### src/rtl/pll_reset_sequencer_if.sv
// Handshake bundle between the PLL reset sequencer and its surroundings:
// the lock/restart inputs and the sequenced domain resets it produces.
interface pll_reset_sequencer_if #(
  parameter int NUM_RST = 3,
  parameter int LOSS_W  = 8
) ();
  logic               locked;
  logic               soft_rst;
  logic [NUM_RST-1:0] rst_out;
  logic               ready;
  logic [LOSS_W-1:0]  loss_count;

  // Environment side: supplies lock and restart, observes the resets.
  modport master (
    output locked, soft_rst,
    input  rst_out, ready, loss_count
  );

  // Sequencer side.
  modport slave (
    input  locked, soft_rst,
    output rst_out, ready, loss_count
  );
endinterface

### src/rtl/pll_reset_sequencer.sv
// PLL reset sequencer: synchronises the PLL lock flag, waits for it to be
// stable, then releases the domain resets one at a time (bit 0 first).
// A lock loss or a soft restart re-asserts every reset at once and the
// sequence starts again from WAIT. Lock losses are counted, saturating.
module pll_reset_sequencer #(
  parameter int STABLE_CYCLES = 1024,
  parameter int STAGGER       = 16,
  parameter int NUM_RST       = 3,
  parameter int LOSS_W        = 8
) (
  input logic                  clock,
  input logic                  resetn,
  pll_reset_sequencer_if.slave seq
);

  localparam int CNT_MAX = (STABLE_CYCLES > STAGGER) ? STABLE_CYCLES : STAGGER;
  localparam int CNT_W   = $clog2(CNT_MAX + 1);
  localparam int IDX_W   = $clog2(NUM_RST + 1);

  typedef enum logic [1:0] {
    ST_WAIT,
    ST_STABLE,
    ST_STAGGER,
    ST_RUN
  } state_t;

  state_t             state;
  logic [CNT_W-1:0]   cnt;
  logic [IDX_W-1:0]   idx;
  logic [NUM_RST-1:0] rst_q;
  logic               ready_q;
  logic [LOSS_W-1:0]  loss_q;

  logic               locked_p0;
  logic               locked_p1;
  logic               locked_s;
  logic               abort;

  // Saturating increment: the loss counter sticks at all ones.
  function automatic logic [LOSS_W-1:0] sat_inc(input logic [LOSS_W-1:0] v);
    return (&v) ? v : v + 1'b1;
  endfunction

  // Two-flop synchroniser: the only place raw `locked` is sampled.
  always_ff @(posedge clock or negedge resetn) begin
    if (!resetn) begin
      locked_p0 <= 1'b0;
      locked_p1 <= 1'b0;
    end else begin
      locked_p0 <= seq.locked;
      locked_p1 <= locked_p0;
    end
  end

  // ---- stage boundary: synchronised lock feeds the sequencing FSM ----
  assign locked_s = locked_p1;
  assign abort    = !locked_s || seq.soft_rst;

  // Sequencing FSM; every output is a register of this block.
  always_ff @(posedge clock or negedge resetn) begin
    if (!resetn) begin
      state   <= ST_WAIT;
      cnt     <= '0;
      idx     <= '0;
      rst_q   <= '1;
      ready_q <= 1'b0;
      loss_q  <= '0;
    end else begin
      case (state)
        ST_WAIT: begin
          rst_q   <= '1;
          ready_q <= 1'b0;
          if (!abort) begin
            state <= ST_STABLE;
            cnt   <= CNT_W'(1);
          end
        end
        ST_STABLE: begin
          // Dropping out before any release is a restart, not a loss.
          if (abort) begin
            state <= ST_WAIT;
            cnt   <= '0;
          end else if (cnt == CNT_W'(STABLE_CYCLES)) begin
            state    <= ST_STAGGER;
            rst_q[0] <= 1'b0;
            idx      <= IDX_W'(1);
            cnt      <= CNT_W'(1);
          end else begin
            cnt <= cnt + 1'b1;
          end
        end
        ST_STAGGER, ST_RUN: begin
          if (abort) begin
            // All domains go back into reset in the same cycle.
            state   <= ST_WAIT;
            cnt     <= '0;
            idx     <= '0;
            rst_q   <= '1;
            ready_q <= 1'b0;
            if (!locked_s) loss_q <= sat_inc(loss_q);
          end else if (state == ST_STAGGER) begin
            if (cnt == CNT_W'(STAGGER)) begin
              cnt <= CNT_W'(1);
              if (idx < IDX_W'(NUM_RST)) begin
                rst_q <= rst_q & ~(NUM_RST'(1) << idx);
                idx   <= idx + 1'b1;
              end else begin
                ready_q <= 1'b1;
                state   <= ST_RUN;
              end
            end else begin
              cnt <= cnt + 1'b1;
            end
          end
        end
        default: state <= ST_WAIT;
      endcase
    end
  end

  assign seq.rst_out    = rst_q;
  assign seq.ready      = ready_q;
  assign seq.loss_count = loss_q;

endmodule

### src/flat_wrapper.sv
// flat-port wrapper written by rule: the top's interface ports become plain ports
module pll_reset_sequencer_flat 
#(
  parameter int STABLE_CYCLES = 1024,
  parameter int STAGGER       = 16,
  parameter int NUM_RST       = 3,
  parameter int LOSS_W        = 8
)
  (clock, resetn, seq_locked, seq_soft_rst, seq_rst_out, seq_ready, seq_loss_count);
  pll_reset_sequencer_if #(.NUM_RST(NUM_RST), .LOSS_W(LOSS_W)) seq_i ();
  input logic clock;
  input logic resetn;
  input wire logic [$bits(seq_i.locked)-1:0] seq_locked;
  input wire logic [$bits(seq_i.soft_rst)-1:0] seq_soft_rst;
  output wire logic [$bits(seq_i.rst_out)-1:0] seq_rst_out;
  output wire logic [$bits(seq_i.ready)-1:0] seq_ready;
  output wire logic [$bits(seq_i.loss_count)-1:0] seq_loss_count;
  assign seq_i.locked = seq_locked;
  assign seq_i.soft_rst = seq_soft_rst;
  assign seq_rst_out = seq_i.rst_out;
  assign seq_ready = seq_i.ready;
  assign seq_loss_count = seq_i.loss_count;
  pll_reset_sequencer #(.STABLE_CYCLES(STABLE_CYCLES), .STAGGER(STAGGER), .NUM_RST(NUM_RST), .LOSS_W(LOSS_W)) u_core (.clock(clock), .resetn(resetn), .seq(seq_i));
endmodule
### config.mk
export PLATFORM = sky130hd
export DESIGN_NAME = pll_reset_sequencer_flat
export DESIGN_NICKNAME = d
export VERILOG_FILES = /design/src/rtl/pll_reset_sequencer_if.sv /design/src/rtl/pll_reset_sequencer.sv /design/src/flat_wrapper.sv
export SDC_FILE = /design/constraint.sdc
export NUM_CORES = 1
export LEC_CHECK = 0
export CAP_MARGIN = 20
export CORE_MARGIN = 2
export CORE_UTILIZATION = 56
export CTS_CLUSTER_SIZE = 14
export DETAILED_ROUTE_END_ITERATION = 10
export PLACE_DENSITY = 0.87
export SLEW_MARGIN = 15
export SYNTH_ARGS = -nofsm -noshare
export SYNTH_HDL_FRONTEND = slang
export SYNTH_SLANG_ARGS = --single-unit
### constraint.sdc
create_clock -name clock -period 2.3 [get_ports clock]
set_clock_uncertainty 0.1 [all_clocks]
set_input_delay 0.575 -clock clock [delete_from_list [all_inputs] [get_ports clock]]
set_output_delay 0.575 -clock clock [all_outputs]
set_load 0.01 [all_outputs]
**Yosys cells after proc, flatten, opt, wreduce, memory -nomap -nowiden**

Index checks and enable logic that the tools add are counted.

- Memories: 0
- Bits in writable memories: 0
- Logic and storage cells: 80
- Input port bits: 4
- Bits in latches: 0
- Flip-flop bits (word level): 29
- Output and inout port bits: 12
- ROM bits: 0

- Bitwise logic cells: 4
- Equal/unequal tests: 13
- Add/subtract/negate cells: 3
- Reduce and logical (&&, ||, !) cells: 14
- Divide/modulo/power cells: 0
- Multipliers: 0
- Mux-type cells: 35
- Order comparisons: 1
- Shift-type cells: 1

Operator list:

| operator | count |
|---|---|
| two-way mux 11 bit | 6 |
| case mux 11 bit (3 select lines) | 1 |
| two-way mux 2 bit | 13 |
| two-way mux 3 bit | 4 |
| != test 3 x 1 -> 1 bit (second input constant) | 4 |
| AND reduction 4 bit | 3 |
| adder 11 x 1 -> 11 bit (second input constant) | 1 |
| equality test 11 bit (second input constant) | 1 |
| equality test 11 x 5 -> 1 bit (second input constant) | 1 |
| AND reduction 5 bit | 2 |
| adder 8 x 1 -> 8 bit (second input constant) | 1 |
| case mux 2 bit (2 select lines) | 2 |
| AND reduction 8 bit | 1 |
| two-way mux 1 bit | 6 |
| case mux 2 bit (3 select lines) | 1 |
| AND reduction 6 bit | 1 |
| equality test 2 bit (second input constant) | 2 |
| != test 2 bit (second input constant) | 2 |
| nonzero test 2 bit | 2 |
| bitwise AND 3 bit | 1 |
| != test 3 x 2 -> 1 bit (second input constant) | 1 |
| NOT 3 bit | 1 |
| case mux 1 bit (3 select lines) | 1 |
| left shift 1 x 2 -> 3 bit (first input constant) | 1 |
| other kinds (11) | 12 |

**Depth between registers and ports, before layout**

Gate-level depths: netlist of the first run.

- Depth after elaboration: 8
- Depth in mapped cells: 7
- Mapped depth without buffers: 7

**Worst setup path before layout of the first run**

No wires, ideal clock.

- Kind: reg2reg
- Start point: reg u_core.cnt[0]
- End point: reg u_core.cnt[7]
- Path buffers: 0
- Setup time: 118 ps
- Stages on the path, launching flop included: 8
- Slack: 483 ps
- Period minus slack after synthesis: 1817 ps
- Required time: 2082 ps
- Arrival: 1599 ps
- Cells stage by stage: dfrtp_1 inv_1 ha_1 nor4b_4 nand4b_2 a32oi_2 o21ai_1 a21o_1

- Word-level cells in the longest chain between the ends: 5
- Elaborated cells between the ends (all ways): 9
- Those cells by class: 1 x add/sub; 2 x eq/ne; 6 x mux

Ends and longest elaborated chain:

| what | line | RTL |
|---|---|---|
| from (decl) | pll_reset_sequencer.sv:28 | `logic [CNT_W-1:0] cnt;` |
| from (signal assigned) | pll_reset_sequencer.sv:89 | `cnt <= cnt + 1'b1;` |
| from (signal assigned) | pll_reset_sequencer.sv:112 | `cnt <= cnt + 1'b1;` |
| adder 11 x 1 -> 11 bit or equality test 11 x 5 -> 1 bit (tied branches) | pll_reset_sequencer.sv:89, pll_reset_sequencer.sv:112, pll_reset_sequencer.sv:102 |  |
| two-way mux 11 bit | pll_reset_sequencer.sv:102 | `if (cnt == CNT_W'(STAGGER)) begin` |
| two-way mux 11 bit | pll_reset_sequencer.sv:101 | `end else if (state == ST_STAGGER) begin` |
| two-way mux 11 bit | pll_reset_sequencer.sv:93 | `if (abort) begin` |
| case mux 11 bit (3 select lines) * | pll_reset_sequencer.sv:69 | `case (state)` |

Mark *: on every way between the ends. The rest lies on a longest branch, timed or not. The select of a mux whose other input is x is not followed.
A chain may end at the register's enable or synchronous reset.

**Final worst setup path of the first run**

Same ends and word-level chain as after synthesis.

==> summary.txt, run 1 <==
Timing
  • Hold_ws: 256 ps
  • Slew headroom: 0.704
  • Final worst slack: 154 ps
  • Setup-failing EPs final: 0
  • Setup TNS: 0 ps
  • Fin. max-slew vios: 0
  • Max Freq: 466 MHz
  • Fin. Hold Viols: 0
  • Unrepaired setup endpoints after global routing: false
  • Final min period: 2150 ps
  • Least-Margin Pin Slew: 441 ps
  • Final worst-path cycle share: 0.933

CTS
  • H-tree depth: 2
  • Cts bufs inserted: 5
  • Clock sinks: 29
  • CTS tree: built
  • Root Buffer: clkbuf_4
  • Setup Buffers After CTS: 0
  • CTS Hold Bufs: 0
  • Maximum clock path buffer count: 2
  • Clock-pin slew on the worst setup and hold paths: 100 ps
  • Post-CTS Resized: 0
  • Clk_lat worst skew: 330 ps

Synth
  • Post-synth top area cell: dfrtp_1
  • Synth warn: 0
  • Mapped Nets: 171
  • Synth top area share: 0.407
  • FFs w/ async S/R, synth: 1.00
  • Ranking of synthesized cells by area: dfrtp_1 (41%), ha_1 (5.5%), xor2_1 (5.5%), dfstp_2 (4.9%), nor2_1 (3.8%)
  • Cell area after synthesis: 0.00160 sq mm
  • Cells after synthesis: 160
  • EDFF count, synth: 0
  • Sequential-to-total area share from yosys stat: 0.456
  • Synth Register Bits: 29
  • Mapped Avg Cell Area: 10.0 sq um
  • Netlist cell types: 42
  • Top_reg_cell synth: dfrtp_1

Placement
  • Post-placement cell area: 0.00182 sq mm
  • Number of port buffers: 15
  • Place WS: 18.8 ps
  • Routability Congestion: 0.819
  • Final HPWL DP: 2.43 mm

Pwr
  • Switching Fraction: 0.248
  • Power consumption: 0.000970 W
  • Comb pwr share: 0.084
  • P_int: 0.000730 W
  • Seq pwr share: 0.545
  • Clock power share: 0.371
  • NetSw: 0.000240 W
  • Max VDD drop: 0.000439 V
  • PD cells: 514 mW/mm^2
  • Pleak: 0.892 nW

Critical path
  • WS Path Type: flop to flop
  • Critical Path Fanout Max: 6
  • Critical Path AT: 2280 ps
  • Required @ worst endpoint: 2430 ps
  • Critical Path Sink Type: flop
  • Setup crit start kind: flop

Die
  • Core Rows: 19
  • CORE AREA: 0.00273 sq mm
  • Boundary Pins: 16
  • Die width: 57.5 um
  • Die Ht: 57.5 um
  • Die area: 0.00330 sq mm
  • Initial Util: 0.585

GRT
  • GRT overflow: 0
  • Vias in the first global route: 1222
  • GRT Total Usage: 0.223
  • First-pass GRT wire length: 5.54 mm
  • Initial antenna violation count: 0
  • Pin count of the biggest net entering global routing: 30

Final layout
  • Layout cell share with drive strength beyond 1: 0.129
  • Synthesis-to-finish area growth: 17.9%
  • Final #Nets: 196
  • Filler Cells Inserted: 222
  • Fin area: 0.00189 sq mm
  • Most frequent cells in the layout: dfrtp_1 (26), nor2_1 (16), clkdlybuf4s50_1 (15)
  • Commonest non-fill, non-tap cell in the layout: dfrtp_1
  • Multi-input logic area: 827 sq um
  • Storage cell area: 729 sq um
  • Antenna fix cells: 0

Route
  • ANT nets after route: 0
  • Drt first-iter violations: 84
  • Final wirelength: 3.38 mm
  • First-pass iteration count of the detailed router: 4
  • WL/cell: 15.6 um
  • # DRC: 0
  • Vias per inst: 5.96
  • Vias: 1293

Hold path
  • Class of the worst hold path: flop to flop

Run status
  • Status: finished, final reports clean

Flow run
  • Max-cap violations: 0
-- logic make-up after synthesis --
kind of cell    count (synthesis)  synth area share
compound gates                 29             0.129
xor+xnor                       14            0.0766
fa+ha+maj                       7            0.0547
buf+inv                        11            0.0274
flops                          29             0.456
simple gates                   70             0.256
-- critical path, stage by stage, from the launching register on --
cell	delay, ps
dfrtp_1	440
inv_1	100
ha_1	150
nor4b_4	300
nand4b_2	260
a32oi_2	390
o21ai_1	130
a21o_1	180
-- registers in the layout, indices dropped and copies added, names as in the netlist --
signal / count
u_core.seq.loss_count: 8
u_core.state: 2
u_core.seq.rst_out: 3
u_core.cnt: 11
u_core.locked_p1: 1
u_core.idx: 2
u_core.locked_p0: 1
u_core.seq.ready: 1
-- power groups by stage --
| stage | combinational, W | clock [W] | sequential [W] |
|---|---|---|---|
| global placement | 0.0000759 | 0 | 0.000538 |
| global route | 0.0000902 | 0.000390 | 0.000530 |
| detailed placement | 0.0000810 | 0 | 0.000539 |
| finish | 0.0000814 | 0.000360 | 0.000529 |
| floorplan | 0.0000477 | 0 | 0.000535 |
| CTS | 0.0000817 | 0.000370 | 0.000529 |
-- per-stage QoR --
| stage | std cells | utilization |
|---|---|---|
| floorplan | 160 | - |
| CTS | 217 | 0.690 |
| global placement | 209 | 0.665 |
| global route | 217 | 0.690 |
| detailed placement | 209 | 0.665 |
| finish | 217 | 0.690 |
-- layout make-up --
| type | count | area share |
|---|---|---|
| multi-input cells | 120 | 0.438 |
| flip-flops and latches | 29 | 0.387 |
| repair buffers | 20 | 0.0995 |
| clock buffers | 7 | 0.0345 |
| well taps | 31 | 0.0206 |
| inverters | 9 | 0.0179 |
| clock inverters | 1 | 0.00265 |
-- synth_stat cells, types with 2 or more instances --
| master | instances |
|---|---|
| and4b_1 | 2 |
| dfrtp_1 | 26 |
| a21o_1 | 4 |
| a2bb2oi_1 | 2 |
| xnor2_1 | 4 |
| o22ai_1 | 5 |
| a21oi_1 | 5 |
| nand4_1 | 7 |
| xor2_1 | 10 |
| o21ai_1 | 3 |
| buf_2 | 2 |
| nand3_1 | 9 |
| ha_1 | 7 |
| nor2_1 | 16 |
| inv_1 | 9 |
| dfstp_2 | 3 |
| and3_1 | 3 |
| nor2b_1 | 5 |
| nor3_1 | 2 |
| nand2_1 | 14 |
-- metal layers --
metal,track usage,part of all wire,vias to the layer above,wire length [um]
li1,-,-,615,-
met1,0.259,0.42,638,1430
met2,0.381,0.52,36,1770
met3,0.0680,0.043,4,145
met4,0.0897,0.0098,0,33
met5,0,0,-,0
-- final timing paths --
kind / from / endpoint / slack [ps] / depth (start not counted)
setup / recovery: u_core.cnt[0] / u_core.cnt[7] / 150 / 7
hold / removal: u_core.locked_p0 / u_core.locked_p1 / 260 / 0
setup reg to reg: u_core.cnt[0] / u_core.cnt[7] / 150 / 7
hold reg to reg: u_core.locked_p0 / u_core.locked_p1 / 260 / 0
max in group asynchronous: resetn / u_core.seq.rst_out[2] / 1280 / 2
min in group asynchronous: resetn / u_core.seq.loss_count[5] / 520 / 2
(Power assumes the default switching activity.)
==> inputs of run 2 (changes only) <==
--- a/config.mk
+++ b/config.mk
@@ -10,7 +10,8 @@
 export CORE_UTILIZATION = 56
 export CTS_CLUSTER_SIZE = 14
 export DETAILED_ROUTE_END_ITERATION = 10
-export PLACE_DENSITY = 0.87
+export GPL_TIMING_DRIVEN = 1
+export PLACE_DENSITY = 0.79
 export SLEW_MARGIN = 15
 export SYNTH_ARGS = -nofsm -noshare
 export SYNTH_HDL_FRONTEND = slang
==> run 2 against run 1 <==
First-iteration DRC count decreased by 54%. Power is 4.8% lower. Hold slack better by 2.6 ps. Register-to-register slack improved by 96 ps. Clock-buffer cell count unchanged. Via count down 1.6%. Global-route usage fell by 0.59 points. Flip-flop and latch count unchanged. Worst setup slack improved by 65 ps. Non-clock buffer count unchanged. Sequential share of layout area rose by 0.31 points. Largest cell class unchanged.
==> summary.txt, run 2 (synthesized netlist as in run 1, its figures left out) <==
Die
  • Die width: 57.5 um
  • Die Ht: 57.5 um
  • Initial Util: 0.585
  • Boundary Pins: 16
  • Core Rows: 19
  • Die area: 0.00330 sq mm
  • CORE AREA: 0.00273 sq mm

Route
  • Vias: 1272
  • # DRC: 0
  • First-pass iteration count of the detailed router: 4
  • WL/cell: 14.5 um
  • Final wirelength: 3.14 mm
  • Drt first-iter violations: 39
  • Vias per inst: 5.89
  • ANT nets after route: 0

Pwr
  • NetSw: 0.000228 W
  • Comb pwr share: 0.084
  • Pleak: 0.882 nW
  • Max VDD drop: 0.000386 V
  • Seq pwr share: 0.573
  • P_int: 0.000696 W
  • PD cells: 493 mW/mm^2
  • Clock power share: 0.343
  • Switching Fraction: 0.247

Run status
  • Status: finished, final reports clean

CTS
  • Maximum clock path buffer count: 2
  • Clk_lat worst skew: 330 ps
  • Setup Buffers After CTS: 0
  • Clock-pin slew on the worst setup and hold paths: 90 ps
  • Root Buffer: clkbuf_4
  • Post-CTS Resized: 0
  • Clock sinks: 29
  • CTS tree: built
  • CTS Hold Bufs: 0
  • Cts bufs inserted: 5
  • H-tree depth: 2

Final layout
  • Largest register by flop count: u_core.cnt
  • Filler Cells Inserted: 211
  • Final #Nets: 196
  • Storage cell area: 729 sq um
  • Fin area: 0.00187 sq mm
  • Finished Layout Cells: 216
  • Commonest non-fill, non-tap cell in the layout: dfrtp_1
  • Antenna fix cells: 0
  • Synthesis-to-finish area growth: 17.0%
  • Max reg flops: 11
  • Multi-input logic area: 827 sq um
  • Layout cell share with drive strength beyond 1: 0.119
  • Most frequent cells in the layout: dfrtp_1 (26), nor2_1 (16), clkdlybuf4s50_1 (15)

Timing
  • Fin. Hold Viols: 0
  • Setup TNS: 0 ps
  • Final worst slack: 220 ps
  • Unrepaired setup endpoints after global routing: false
  • Final min period: 2080 ps
  • Slew headroom: 0.706
  • Max Freq: 481 MHz
  • Least-Margin Pin Slew: 439 ps
  • Setup-failing EPs final: 0
  • Final worst-path cycle share: 0.905
  • Fin. max-slew vios: 0

GRT
  • Vias in the first global route: 1254
  • Initial antenna violation count: 0
  • Pin count of the biggest net entering global routing: 30
  • First-pass GRT wire length: 5.42 mm
  • GRT overflow: 0
  • GRT Total Usage: 0.217

Critical path
  • Critical path's top delay family: flip-flops
  • Critical Path AT: 1410 ps
  • Worst Path Buf+Inv: 1
  • Critical path's slowest cell: dfstp_2
  • Setup crit start kind: flop
  • Critical Path Fanout Max: 3
  • Slowest stage delay, CP: 540 ps
  • Critical Path Sink Type: output pin
  • Worst-path cell chain: clkdlybuf4s50_1
  • Required @ worst endpoint: 1620 ps
  • WS Path Type: flop to output pin

Placement
  • Placed Instances: 209
  • Final HPWL DP: 2.28 mm
  • Place WS: 29.6 ps
  • Post-placement cell area: 0.00182 sq mm
  • Number of port buffers: 15
  • Routability Congestion: 0.799

Hold path
  • Class of the worst hold path: flop to flop

Flow run
  • Max-cap violations: 0
-- run 2: changes by cell type in the layout (fill, tap and decap cells not counted), sizes merged --
| cell | previous run | this run |
|---|---|---|
| clkinv | 1 | 0 |
-- run 2: final cells by class --
class | instances | area share
Tap cell | 31 | 0.0207
Sequential cell | 29 | 0.390
Multi-Input combinational cell | 120 | 0.442
Inverter | 9 | 0.0180
Clock buffer | 7 | 0.0294
Timing Repair Buffer | 20 | 0.100
-- run 2: through the flow --
stage	power, W	utilization	hold slack [ps]
6_report	0.000924	0.685	258
5_1_grt	0.000965	0.685	276
4_1_cts	0.000936	0.685	266
3_5_place_dp	0.000618	0.665	243
3_3_place_gp	0.000614	0.665	241
2_1_floorplan	0.000583	-	179
-- run 2: per-layer routing --
metal	global-route usage	up-vias	share of wire
li1	-	617	-
met1	0.266	608	0.43
met2	0.343	37	0.49
met3	0.0499	10	0.047
met4	0.140	0	0.029
met5	0	-	0
-- run 2: path summary, 6_finish.rpt --
path                                            start                     to  slack, ps  depth (start not counted)
worst min register to register       u_core.locked_p0       u_core.locked_p1        260                          0
worst max register to register          u_core.cnt[0]          u_core.cnt[7]        250                          7
worst max-delay path            u_core.seq.rst_out[0]         seq_rst_out[0]        220                          1
max in group asynchronous                      resetn  u_core.seq.rst_out[2]       1280                          2
min in group asynchronous                      resetn          u_core.idx[0]        510                          2
worst min-delay path                 u_core.locked_p0       u_core.locked_p1        260                          0
-- run 2: power groups by stage --
| stage | Sequential (W) | Combinational, W | Clock (W) |
|---|---|---|---|
| final | 0.000529 | 0.0000780 | 0.000317 |
| after global routing | 0.000531 | 0.0000889 | 0.000345 |
| after CTS | 0.000529 | 0.0000787 | 0.000328 |
| after detailed placement | 0.000539 | 0.0000792 | 0 |
| after global placement | 0.000538 | 0.0000758 | 0 |
| after floorplan | 0.000535 | 0.0000477 | 0 |
